<file path="src/rtl/cpu_control_fsm.sv">
// cpu_control_fsm
// Multi-cycle Moore control unit for the single-datapath CPU. Each instruction
// walks FETCH -> DECODE -> (execute / memory / compare) -> BRANCH or PCINC, and
// only one instruction is in flight at a time. The opcode and func fields are
// captured on the edge that leaves DECODE. Every later state uses only those
// captured copies, so instr may change once DECODE is over.
//
// Ports
//   clk            rising-edge clock
//   reset          asynchronous active-low reset (state, latched fields, outputs)
//   instr[31:0]    fetched instruction word, opcode [31:26], func [3:0]
//   zero           ALU zero flag, only looked at while leaving CMP
//   PC_sel         0 = PC+4, 1 = PC+4+immed
//   PC_lden        PC load enable
//   rf_wren        register-file write enable
//   rf_wrdata_sel  0 = ALU result, 1 = memory data
//   rf_b_sel       0 = instr[15:11], 1 = instr[20:16] on read port B
//   ALU_bin_sel    0 = rfB, 1 = immed
//   ALU_func[3:0]  0000 add, 0001 sub, 0010 and, 0011 or, else R-type func
//   MEM_wren       data-memory write enable
//   state[3:0]     current state code (debug)
//   instr_done     one-cycle pulse in the last cycle of each instruction
module cpu_control_fsm (
   input  logic        clk,
   input  logic        reset,
   input  logic [31:0] instr,
   input  logic        zero,
   output logic        PC_sel,
   output logic        PC_lden,
   output logic        rf_wren,
   output logic        rf_wrdata_sel,
   output logic        rf_b_sel,
   output logic        ALU_bin_sel,
   output logic [3:0]  ALU_func,
   output logic        MEM_wren,
   output logic [3:0]  state,
   output logic        instr_done
);

   typedef enum logic [3:0] {
      S_FETCH  = 4'd0,
      S_DECODE = 4'd1,
      S_EXEC   = 4'd2,
      S_ALUWB  = 4'd3,
      S_ADDR   = 4'd4,
      S_MEMRD  = 4'd5,
      S_LDWB   = 4'd6,
      S_MEMWR  = 4'd7,
      S_CMP    = 4'd8,
      S_BRANCH = 4'd9,
      S_PCINC  = 4'd10
   } state_t;

   localparam logic [5:0] OP_RTYPE = 6'b100000;
   localparam logic [5:0] OP_ADDI  = 6'b110000;
   localparam logic [5:0] OP_ANDI  = 6'b110010;
   localparam logic [5:0] OP_ORI   = 6'b110011;
   localparam logic [5:0] OP_LW    = 6'b001111;
   localparam logic [5:0] OP_SW    = 6'b011111;
   localparam logic [5:0] OP_B     = 6'b111111;
   localparam logic [5:0] OP_BEQ   = 6'b000000;
   localparam logic [5:0] OP_BNE   = 6'b000001;

   typedef struct packed {
      logic       pc_sel;
      logic       pc_lden;
      logic       rf_wren;
      logic       rf_wrdata_sel;
      logic       rf_b_sel;
      logic       alu_bin_sel;
      logic [3:0] alu_func;
      logic       mem_wren;
      logic       instr_done;
   } ctrl_t;

   // ALU operation used by EXEC/ALUWB for the register and immediate ALU ops.
   function automatic logic [3:0] alu_func_for(input logic [5:0] op, input logic [3:0] func);
      logic [3:0] f;
      case (op)
         OP_RTYPE: f = func;
         OP_ANDI:  f = 4'b0010;
         OP_ORI:   f = 4'b0011;
         default:  f = 4'b0000;
      endcase
      return f;
   endfunction

   // Moore output decode: strobes as a function of a state and the latched fields.
   function automatic ctrl_t ctrl_for(input state_t st, input logic [5:0] op, input logic [3:0] func);
      ctrl_t c;
      c = '0;
      case (st)
         S_EXEC, S_ALUWB: begin
            c.alu_bin_sel   = (op != OP_RTYPE);
            c.alu_func      = alu_func_for(op, func);
            c.rf_wren       = (st == S_ALUWB);
            c.rf_wrdata_sel = 1'b0;
         end
         S_ADDR, S_MEMRD, S_LDWB, S_MEMWR: begin
            c.rf_b_sel      = 1'b1;
            c.alu_bin_sel   = 1'b1;
            c.alu_func      = 4'b0000;
            c.rf_wren       = (st == S_LDWB);
            c.rf_wrdata_sel = (st == S_LDWB);
            c.mem_wren      = (st == S_MEMWR);
         end
         S_CMP: begin
            c.rf_b_sel    = 1'b1;
            c.alu_bin_sel = 1'b0;
            c.alu_func    = 4'b0001;
         end
         S_BRANCH: begin
            c.pc_lden    = 1'b1;
            c.pc_sel     = 1'b1;
            c.instr_done = 1'b1;
         end
         S_PCINC: begin
            c.pc_lden    = 1'b1;
            c.pc_sel     = 1'b0;
            c.instr_done = 1'b1;
         end
         default: c = '0;
      endcase
      return c;
   endfunction

   state_t     state_r, next_state_s;
   logic [5:0] op_r, op_nxt_s;
   logic [3:0] func_r, func_nxt_s;
   ctrl_t      ctrl_r, ctrl_nxt_s;

   // Operand and immediate fields are handled by the datapath, not here.
   logic       instr_unused_s;
   assign instr_unused_s = ^instr[25:4];

   // Next-state, next-field and next-output decode.
   always_comb begin
      next_state_s = S_FETCH;
      op_nxt_s     = op_r;
      func_nxt_s   = func_r;
      case (state_r)
         S_FETCH:  next_state_s = S_DECODE;
         S_DECODE: begin
            // Decoding here uses the live word, which is what gets latched.
            op_nxt_s   = instr[31:26];
            func_nxt_s = instr[3:0];
            case (instr[31:26])
               OP_RTYPE, OP_ADDI, OP_ANDI, OP_ORI: next_state_s = S_EXEC;
               OP_LW, OP_SW:                       next_state_s = S_ADDR;
               OP_B:                               next_state_s = S_BRANCH;
               OP_BEQ, OP_BNE:                     next_state_s = S_CMP;
               default:                            next_state_s = S_PCINC;
            endcase
         end
         S_EXEC:   next_state_s = S_ALUWB;
         S_ALUWB:  next_state_s = S_PCINC;
         S_ADDR: begin
            if (op_r == OP_LW) begin
               next_state_s = S_MEMRD;
            end else if (op_r == OP_SW) begin
               next_state_s = S_MEMWR;
            end else begin
               next_state_s = S_PCINC;
            end
         end
         S_MEMRD:  next_state_s = S_LDWB;
         S_LDWB:   next_state_s = S_PCINC;
         S_MEMWR:  next_state_s = S_PCINC;
         S_CMP: begin
            if (((op_r == OP_BEQ) && zero) || ((op_r == OP_BNE) && !zero)) begin
               next_state_s = S_BRANCH;
            end else begin
               next_state_s = S_PCINC;
            end
         end
         S_BRANCH: next_state_s = S_FETCH;
         S_PCINC:  next_state_s = S_FETCH;
         default:  next_state_s = S_FETCH;
      endcase
      // Outputs are registered, so decode them from the state being entered.
      ctrl_nxt_s = ctrl_for(next_state_s, op_nxt_s, func_nxt_s);
   end

   // State, latched fields and registered strobes.
   always_ff @(posedge clk or negedge reset) begin
      if (!reset) begin
         state_r <= S_FETCH;
         op_r    <= 6'b000000;
         func_r  <= 4'b0000;
         ctrl_r  <= '0;
      end else begin
         state_r <= next_state_s;
         op_r    <= op_nxt_s;
         func_r  <= func_nxt_s;
         ctrl_r  <= ctrl_nxt_s;
      end
   end

   assign PC_sel        = ctrl_r.pc_sel;
   assign PC_lden       = ctrl_r.pc_lden;
   assign rf_wren       = ctrl_r.rf_wren;
   assign rf_wrdata_sel = ctrl_r.rf_wrdata_sel;
   assign rf_b_sel      = ctrl_r.rf_b_sel;
   assign ALU_bin_sel   = ctrl_r.alu_bin_sel;
   assign ALU_func      = ctrl_r.alu_func;
   assign MEM_wren      = ctrl_r.mem_wren;
   assign instr_done    = ctrl_r.instr_done;
   assign state         = state_r;

endmodule

</file>
<file path="config.mk">
export PLATFORM = sky130hd
export DESIGN_NAME = cpu_control_fsm
export DESIGN_NICKNAME = d
export VERILOG_FILES = /design/src/rtl/cpu_control_fsm.sv
export SDC_FILE = /design/constraint.sdc
export NUM_CORES = 1
export LEC_CHECK = 0
export ABC_AREA = 1
export ABC_CLOCK_PERIOD_IN_PS = 1300
export CAP_MARGIN = 20
export CORE_MARGIN = 2
export CORE_UTILIZATION = 40
export CTS_CLUSTER_DIAMETER = 200
export DETAILED_ROUTE_END_ITERATION = 8
export GPL_ROUTABILITY_DRIVEN = 0
export PLACE_DENSITY = 0.76
export SYNTH_ARGS = -nofsm -noshare
export SYNTH_HDL_FRONTEND = slang
export SYNTH_SLANG_ARGS = --single-unit
</file>
<file path="constraint.sdc">
create_clock -name clk -period 1.3 [get_ports clk]
set_input_delay 0.325 -clock clk [delete_from_list [all_inputs] [get_ports clk]]
set_output_delay 0.325 -clock clk [all_outputs]
set_load 0.03 [all_outputs]
</file>
; After elaboration in Yosys (flattened, before gate mapping)
; Index checks and enable logic that the tools add are counted.
[word_totals]
register_bits = 26
input_bits = 35
out_inout_bits = 16
word_cells = 73
[op_classes]
n_eq_ne = 32
muxes = 14
n_reduce_logical = 15
[op_table]
columns = op, count
row1 = "== test 6 bit, second input constant", 8
row2 = "== test 4 x 3 -> 1 bit, second input constant", 8
row3 = case mux 4 bit (7 select lines), 1
row4 = "== test 4 x 2 -> 1 bit, second input constant", 4
row5 = "== test 4 bit, second input constant", 4
row6 = case mux 4 bit (4 select lines), 1
row7 = case mux 5 bit (3 select lines), 1
row8 = "== test 6 x 1 -> 1 bit, second input constant", 2
row9 = "== test 6 x 4 -> 1 bit, second input constant", 2
row10 = "== test 6 x 5 -> 1 bit, second input constant", 2
row11 = zero test 6 bit, 2
row12 = 2-to-1 mux 4 bit, 3
row13 = case mux 4 bit (3 select lines), 1
row14 = case mux 2 bit (2 select lines), 2
row15 = OR reduction 2 bit, 4
row16 = OR reduction 4 bit, 2
row17 = 2-to-1 mux 6 bit, 1
row18 = "inequality test 6 bit, second input constant", 1
row19 = OR reduction 5 bit, 1
row20 = "== test 4 x 1 -> 1 bit, second input constant", 1
row21 = zero test 4 bit, 1
row22 = 2-to-1 mux 1 bit, 3
row23 = OR reduction 3 bit, 1
row24 = logical AND 1 bit, 2
row25 = other kinds (3), 3

; Longest topological paths before layout
; Gate-level depths: netlist of run 1.
[logic_depth]
ltp_word = 8
mapped_depth = 12
mapped_depth_nobuf = 12

; Worst setup path after synthesis of run 1
; Ideal clock, no wire load.
[synth_timing]
path_kind = reg-to-reg
startpoint = reg state_r[0], in the netlist state[0]
endpoint = reg ctrl_r (netlist bit ALU_func[0])
setup_time_ns = 0.117
t_arrival_ns = 1.518
required_ns = 1.183
setup_slack_ns = -0.335
path_stages_with_launch = 13
n_path_buf = 1
path_cell_list = dfrtp_1 > inv_2 > nor2_8 > nand2_4 > buf_6 > nand2_1 > nand2_1 > nand2_1 > nor2_1 > nand3_1 > nand2_1 > nand2_1 > nand2_1
[synth_rtl]
columns = element, line_no
row1 = start: declaration, 127  ; state_t state_r, next_state_s;
row2 = start signal: assignment, 192  ; state_r <= next_state_s;
row3 = end signal: assignment, 195  ; ctrl_r <= ctrl_nxt_s;
row4 = end: declaration, 130  ; ctrl_t ctrl_r, ctrl_nxt_s;

==> results of run 1 <==
==> cells by family after synthesis <==
logic type / count (synthesis)
AO/OA/AOI/OAI: 9
AND/OR/NAND/NOR: 117
flip-flops: 25
buffers and inverters: 32
==> power by group <==
part	total (mW)	internal, mW	switching (mW)
sequential	1.25	1.07	0.184
clock	0.342	0.120	0.222
combinational	3.33	1.49	1.84
total	4.93	2.68	2.25
==> state kept, by name (all words and copies together) (netlist names) <==
name	flops
ALU_bin_sel	1
ALU_func	4
MEM_wren	1
PC_sel	1
func_r	4
instr_done	1
op_r	6
rf_b_sel	1
rf_wrdata_sel	1
rf_wren	1
state	4
==> critical path: cells and delay by family, from the launching register on <==
kind / cells / cell delay, ns
flip-flops: 1 / 0.46
AND/OR/NAND/NOR: 7 / 0.84
buffers and inverters: 2 / 0.18
==> stage by stage <==
stage,std cells,utilization [%],setup WS [ns]
finish,296,64.00,-0.2385
detailed placement,282,56.77,-0.6022
floorplan,183,-,-0.1836
CTS,291,60.29,-0.2128
global placement,282,56.77,-0.5424
global route,296,64.00,-0.3815
==> area by class of cell <==
| cell class | count | area [sq um] | share of cell area (%) |
|---|---|---|---|
| multi-input combinational | 126 | 742.0 | 34.74 |
| sequential | 25 | 630.6 | 29.53 |
| timing repair buffer | 65 | 564.3 | 26.42 |
| inverter | 30 | 115.1 | 5.390 |
| tap | 46 | 57.56 | 2.695 |
| clock buffer | 4 | 26.28 | 1.230 |
==> layout by cell type (no fill, tap or decap) <==
cell type and instances:
o21ai_4 1, buf_4 43, or2_2 1, clkbuf_4 3
dfrtp_1 21, nor2_2 6, buf_6 9, nand3b_1 1
nor2_1 14, clkbuf_1 1, nor3_1 1, a21oi_2 1
buf_12 1, nand3_2 3, dfrtp_2 4, clkdlybuf4s50_1 12
inv_2 5, o21ai_2 2, nor2_4 6, a21oi_1 2
o21ai_1 2, nand2_4 5, nand4_1 3, inv_1 24
nand3_1 12, o31ai_1 1, or2_4 1, nand2_2 14
nand2_8 1, nand3_4 1, nor2_8 1, inv_4 1
nand2_1 47
==> how the worst min path moves through the flow <==
stage                         start           to  slack, ns
after floorplan               reset  ALU_bin_sel       0.03
after global routing          reset      op_r[4]       0.36
after global placement    func_r[1]    func_r[1]       0.47
final                         reset       PC_sel       0.35
after CTS                     reset      op_r[4]       0.36
after detailed placement  func_r[1]    func_r[1]       0.48
==> synthesized netlist by cell type <==
master	number	share of area, %
nand2_1	59	16
inv_1	27	7.3
dfrtp_1	25	45
nor2_1	21	5.7
nand3_1	14	5.1
nand2_2	4	1.8
nand2_4	4	3.3
nor2_4	4	3.3
o21ai_0	4	1.5
a21oi_1	3	1.1
inv_2	3	0.82
nand4_1	3	1.4
nand3_2	2	1.5
or2_2	2	0.91
buf_4	1	0.54
buf_6	1	0.82
nand3b_1	1	0.54
nor2_2	1	0.45
nor2_8	1	1.5
nor3_1	1	0.36
o21ai_1	1	0.36
o31ai_1	1	0.54
==> per-layer routing <==
layer  vias up  global-route usage, %  share of wire (%)
li1        691                      -                  -
met1       620                  20.91                 42
met2        31                  30.11                 53
met3         6                  3.784                3.7
met4         0                  4.444                1.1
met5         -                      0                  0
==> repair_timing <==
item,CTS,global route
pin swaps,8,11
setup endpoints to repair,15,22
setup buffers,5,5
hold buffers,0,0
gates resized for setup,20,23
==> out/metrics.cfg, run 1 <==
[layout]
syn_to_final_growth_pct = 54.76
stdcell_area_sq_mm = 0.002136
nets = 286
drive_gt1_share_pct = 43.60
fill_cells = 307
antenna_cells = 0

[sta]
fmax_mhz = 650.0
holdWs_ns = 0.3496
finalSetupViolations = 18
finalMaxSlewViolations = 0
tns_ns = -2.282
relSlewSlack_pct = 82.78
fin_skew_ns = 0.001443
worst_slack_ns = -0.2385
period_needed_ns = 1.539
tightest_slew_ns = 0.2574
post-route-period-util_pct = 118.3
hold_viol = 0
rsz0062_at_grt = true

[drt]
viasPerCell = 4.554
wl_per_cell_um = 11.19
via_count = 1348
drt-total-wl_um = 3311
ant_nets = 0
drc = 0
dr.pass1.iters = 4
drt_iter0_drc = 38

[global_route]
grt_max_degree = 26
grt_pass1_wl_um = 5326
antenna_found_initial = 0
gr-total-overflow = 0
grt_pass1_vias = 1238
track_usage_pct = 17.01

[power]
power.density_mw_per_mm2 = 2307
p_leak_nw = 1.147
peakVddDrop_uv = 1135
power.total_mw = 4.927

[yosys]
syn_avg_cell_area_sq_um = 7.541
yosysSeqAreaShare_pct = 45.33
synth_mux_area_share_pct = 0
synth-seq-cells = 25
synth_top_family_by_area = simple AND/OR/NAND/NOR gates
syn_nets = 218
synth-adder-area-share_pct = 0
synth_compound_area_share_pct = 3.445
syn_area_sq_mm = 0.001380
synth_cells = 183
synth_cell_types = 22
synth-simple-area-share_pct = 41.70
yosysWarnings = 0
synth_xor_xnor_area_share_pct = 0

[outcome]
violations = negative setup slack
status = finished with violations

[floorplan]
initial_utilization_pct = 41.36
fp.dieW_um = 62.74
die_area_sq_mm = 0.003936
coreArea_sq_mm = 0.003337
ios = 51
die_h_um = 62.74
placementRows = 21

[worst_setup_path]
ff2ff_setup_slack_ns = -0.24
cp.required_ns = 1.56
reg2reg_depth = 9
path_cells = inv_2, nand2_4, nor2_4, nand4_1, nand3_4, nand2_4, inv_2, nand2_2, nor2_2
startpoint = state[3]
slowest_delay_ns = 0.46
r2r-end = ALU_func[3]
r2r_start = state[3]
critPathArrivalTime_ns = 1.80
crit_type = flip-flop to flip-flop
crit_path_max_fanout = 6
crit_path_end = ALU_func[3]
worstSetupEndpointType = flip-flop
startpoint_type = flip-flop
slowest_stage = dfrtp_2

[clocking]
clock_latency_ns = 0.32
cts_tree = built
cts_max_level = 1
clock_tree.root_cell = clkbuf_4
cts_made_buffers = 3
path_clk_slew_ns = 0.12
cts_buffer_depth = 2
clkSinkCount = 25

[placed_design]
dpl.hpwl_um = 2339
port-buffer-count = 28
placed_area_sq_mm = 0.001894

[job]
cap_violations = 0

[min_path]
min_path_type = primary input to async pin

Note: power is estimated with default switching activity, not from simulation.
==> inputs of run 2 (changes only) <==
- ABC_CLOCK_PERIOD_IN_PS: 1300 -> 1700
- CAP_MARGIN: 20 -> 15
- CORE_UTILIZATION: 40 -> 44
- PLACE_DENSITY: 0.76 -> 0.79
- clock period: 1.3 -> 1.7 ns (I/O delays scaled with it)
==> run 2 against run 1 <==
The flow now finishes without violations. Clock-buffer cell count is 1 lower. Flip-flop and latch count stayed put. Highest routed layer unchanged. Non-clock buffer count is 9 lower. Cell count is 3.7% lower. Clock power is 26% lower. Largest cell class unchanged.
==> out/metrics.cfg, run 2 (synthesis results as in run 1) <==
[global_route]
grt_pass1_wl_um = 4823  ; was 5326 um
antenna_found_initial = 0  ; unchanged
grt_pass1_vias = 1178  ; was 1238
track_usage_pct = 17.70  ; was 17.01%
gr-total-overflow = 0  ; unchanged
grt_max_degree = 26  ; unchanged

[layout]
instances_no_fill = 285  ; was 296
final_cell_mix = 53 x nand2_1, 28 x buf_4, 24 x inv_1  ; was 47 x nand2_1, 43 x buf_4, 24 x inv_1
finish.utilization_pct = 65.12  ; was 64.00%
final_common_cell = nand2_1  ; unchanged
antenna_cells = 0  ; unchanged
drive_gt1_share_pct = 30.29  ; was 43.60%
largest_reg_flops = 6  ; unchanged
nets = 277  ; was 286
fill_cells = 247  ; was 307
top_register = op_r  ; unchanged
stdcell_area_sq_mm = 0.001972  ; was 0.002136 sq mm
syn_to_final_growth_pct = 42.88  ; was 54.76%

[floorplan]
placementRows = 20  ; was 21
die_area_sq_mm = 0.003601  ; was 0.003936 sq mm
initial_utilization_pct = 45.58  ; was 41.36%
fp.dieW_um = 60.01  ; was 62.74 um
die_h_um = 60.01  ; was 62.74 um
ios = 51  ; unchanged
coreArea_sq_mm = 0.003028  ; was 0.003337 sq mm

[worst_setup_path]
ff2ff_setup_slack_ns = 0.07  ; was -0.24 ns
critPathArrivalTime_ns = 1.87  ; was 1.80 ns
worstSetupEndpointType = flip-flop  ; unchanged
crit_path_max_fanout = 3  ; was 6
startpoint_type = primary input  ; was flip-flop
cp.required_ns = 1.91  ; was 1.56 ns
crit_type = primary input to flip-flop  ; was flip-flop to flip-flop

[clocking]
path_clk_slew_ns = 0.13  ; was 0.12 ns
clkSinkCount = 25  ; unchanged
cts_made_buffers = 3  ; unchanged
clock_tree.root_cell = clkbuf_4  ; unchanged
cts_max_level = 1  ; unchanged
cts_tree = built  ; unchanged
cts_buffer_depth = 2  ; unchanged
clock_latency_ns = 0.31  ; was 0.32 ns

[power]
p_seq_share_pct = 29.1  ; was 25.4%
p_leak_nw = 1.110  ; was 1.147 nW
pwr-share-clk_pct = 7.6  ; was 6.9%
swShare_pct = 47.29  ; was 45.69%
pwr-share-comb_pct = 63.3  ; was 67.7%
peakVddDrop_uv = 862.9  ; was 1135 uV
power.total_mw = 3.333  ; was 4.927 mW
intPower_mw = 1.757  ; was 2.676 mW
p_switching_mw = 1.576  ; was 2.251 mW
power.density_mw_per_mm2 = 1690  ; was 2307 mW/mm^2

[sta]
post-route-period-util_pct = 97.17
hold_viol = 0  ; unchanged
finalMaxSlewViolations = 0  ; unchanged
period_needed_ns = 1.652
finalSetupViolations = 0  ; was 18
fin_skew_ns = 0.006582  ; was 0.001443 ns
relSlewSlack_pct = 79.53  ; was 82.78%
rsz0062_at_grt = true  ; unchanged
holdWs_ns = 0.4568  ; was 0.3496 ns
tightest_slew_ns = 0.3071  ; was 0.2574 ns
fmax_mhz = 605.4

[placed_design]
port-buffer-count = 28  ; unchanged
dpl.hpwl_um = 2203  ; was 2339 um
placed_area_sq_mm = 0.001832  ; was 0.001894 sq mm
placed_cells = 271  ; was 282

[drt]
viasPerCell = 4.737  ; was 4.554
via_count = 1350  ; was 1348
drc = 0  ; unchanged
drt-total-wl_um = 3083  ; was 3311 um
dr.pass1.iters = 4  ; unchanged
wl_per_cell_um = 10.82  ; was 11.19 um
ant_nets = 0  ; unchanged
drt_iter0_drc = 57  ; was 38

[outcome]
status = finished, final reports clean  ; was finished with violations

[min_path]
min_path_type = primary input to async pin  ; unchanged

[job]
cap_violations = 0  ; unchanged

-- run 2: changes by cell type in the layout (fill, tap and decap cells not counted), sizes merged --
cell and change:
clkdlybuf4s15 +1, dlygate4sd2 +15, clkinv +1, buf -25, clkbuf -1
-- run 2: layer usage --
layer / wire length [um] / global-route usage [%] / vias to the layer above
met5: 0 / 0 / -
met1: 1297 / 22.11 / 613
met2: 1596 / 31.68 / 50
li1: - / - / 677
met4: 49 / 1.905 / 0
met3: 138 / 4.545 / 10
-- run 2: metrics by stage --
stage          TNS (ns)  setup WS (ns)
2_1_floorplan         0        0.06529
3_3_place_gp     -1.842        -0.2211
3_5_place_dp     -2.043        -0.2612
4_1_cts               0       0.006905
5_1_grt         -0.1068       -0.04314
6_report              0        0.04817
-- run 2: final timing paths --
path,start,end,cells past startpoint
max in group asynchronous,reset,state[2],2
setup reg to reg,state[2],ALU_func[0],12
hold / removal,reset,op_r[4],2
setup / recovery,instr[27],ALU_func[1],11
min in group clk,func_r[1],func_r[1],2
hold reg to reg,func_r[1],func_r[1],2
-- run 2: critical path, stage by stage --
cell and delay (ns):
clkdlybuf4s50_1 0.47, nand2_1 0.06, nor2_2 0.15, buf_4 0.13, nand3_1 0.09, nand3_2 0.12, nor2_4 0.04, buf_4 0.13
buf_4 0.12, nand4_1 0.07, nand2_1 0.06
-- run 2: what timing repair did --
action | 4_1_cts | 5_1_grt
pin swaps | 1 | 7
setup buffers | 2 | 8
resized for setup | 18 | 22
hold buffers | 0 | 0
setup endpoints to repair | 18 | 10
-- run 2: area by class of cell --
class                           count  area (sq um)  area share (%)
Clock buffer                        3         22.52           1.142
Sequential cell                    25         630.6           31.98
Clock inverter                      1         5.005          0.2538
Multi-Input combinational cell    126         671.9           34.07
Tap cell                           44         55.05           2.792
Inverter                           30         115.1           5.838
Timing Repair Buffer               56         471.7           23.92
-- run 2: power groups by stage --
stage	sequential, mW	clock [mW]	combinational [mW]
2_1_floorplan	1.14	0	1.05
3_3_place_gp	0.970	0	1.79
3_5_place_dp	0.975	0	1.84
4_1_cts	0.960	0.260	1.80
5_1_grt	0.995	0.289	2.32
6_report	0.969	0.254	2.11
==> inputs of run 3 (changes only) <==
- CAP_MARGIN: 15 -> 20
==> results of run 3 <==
Same layout as run 2: the final DEF is identical, and so are final timing and power.
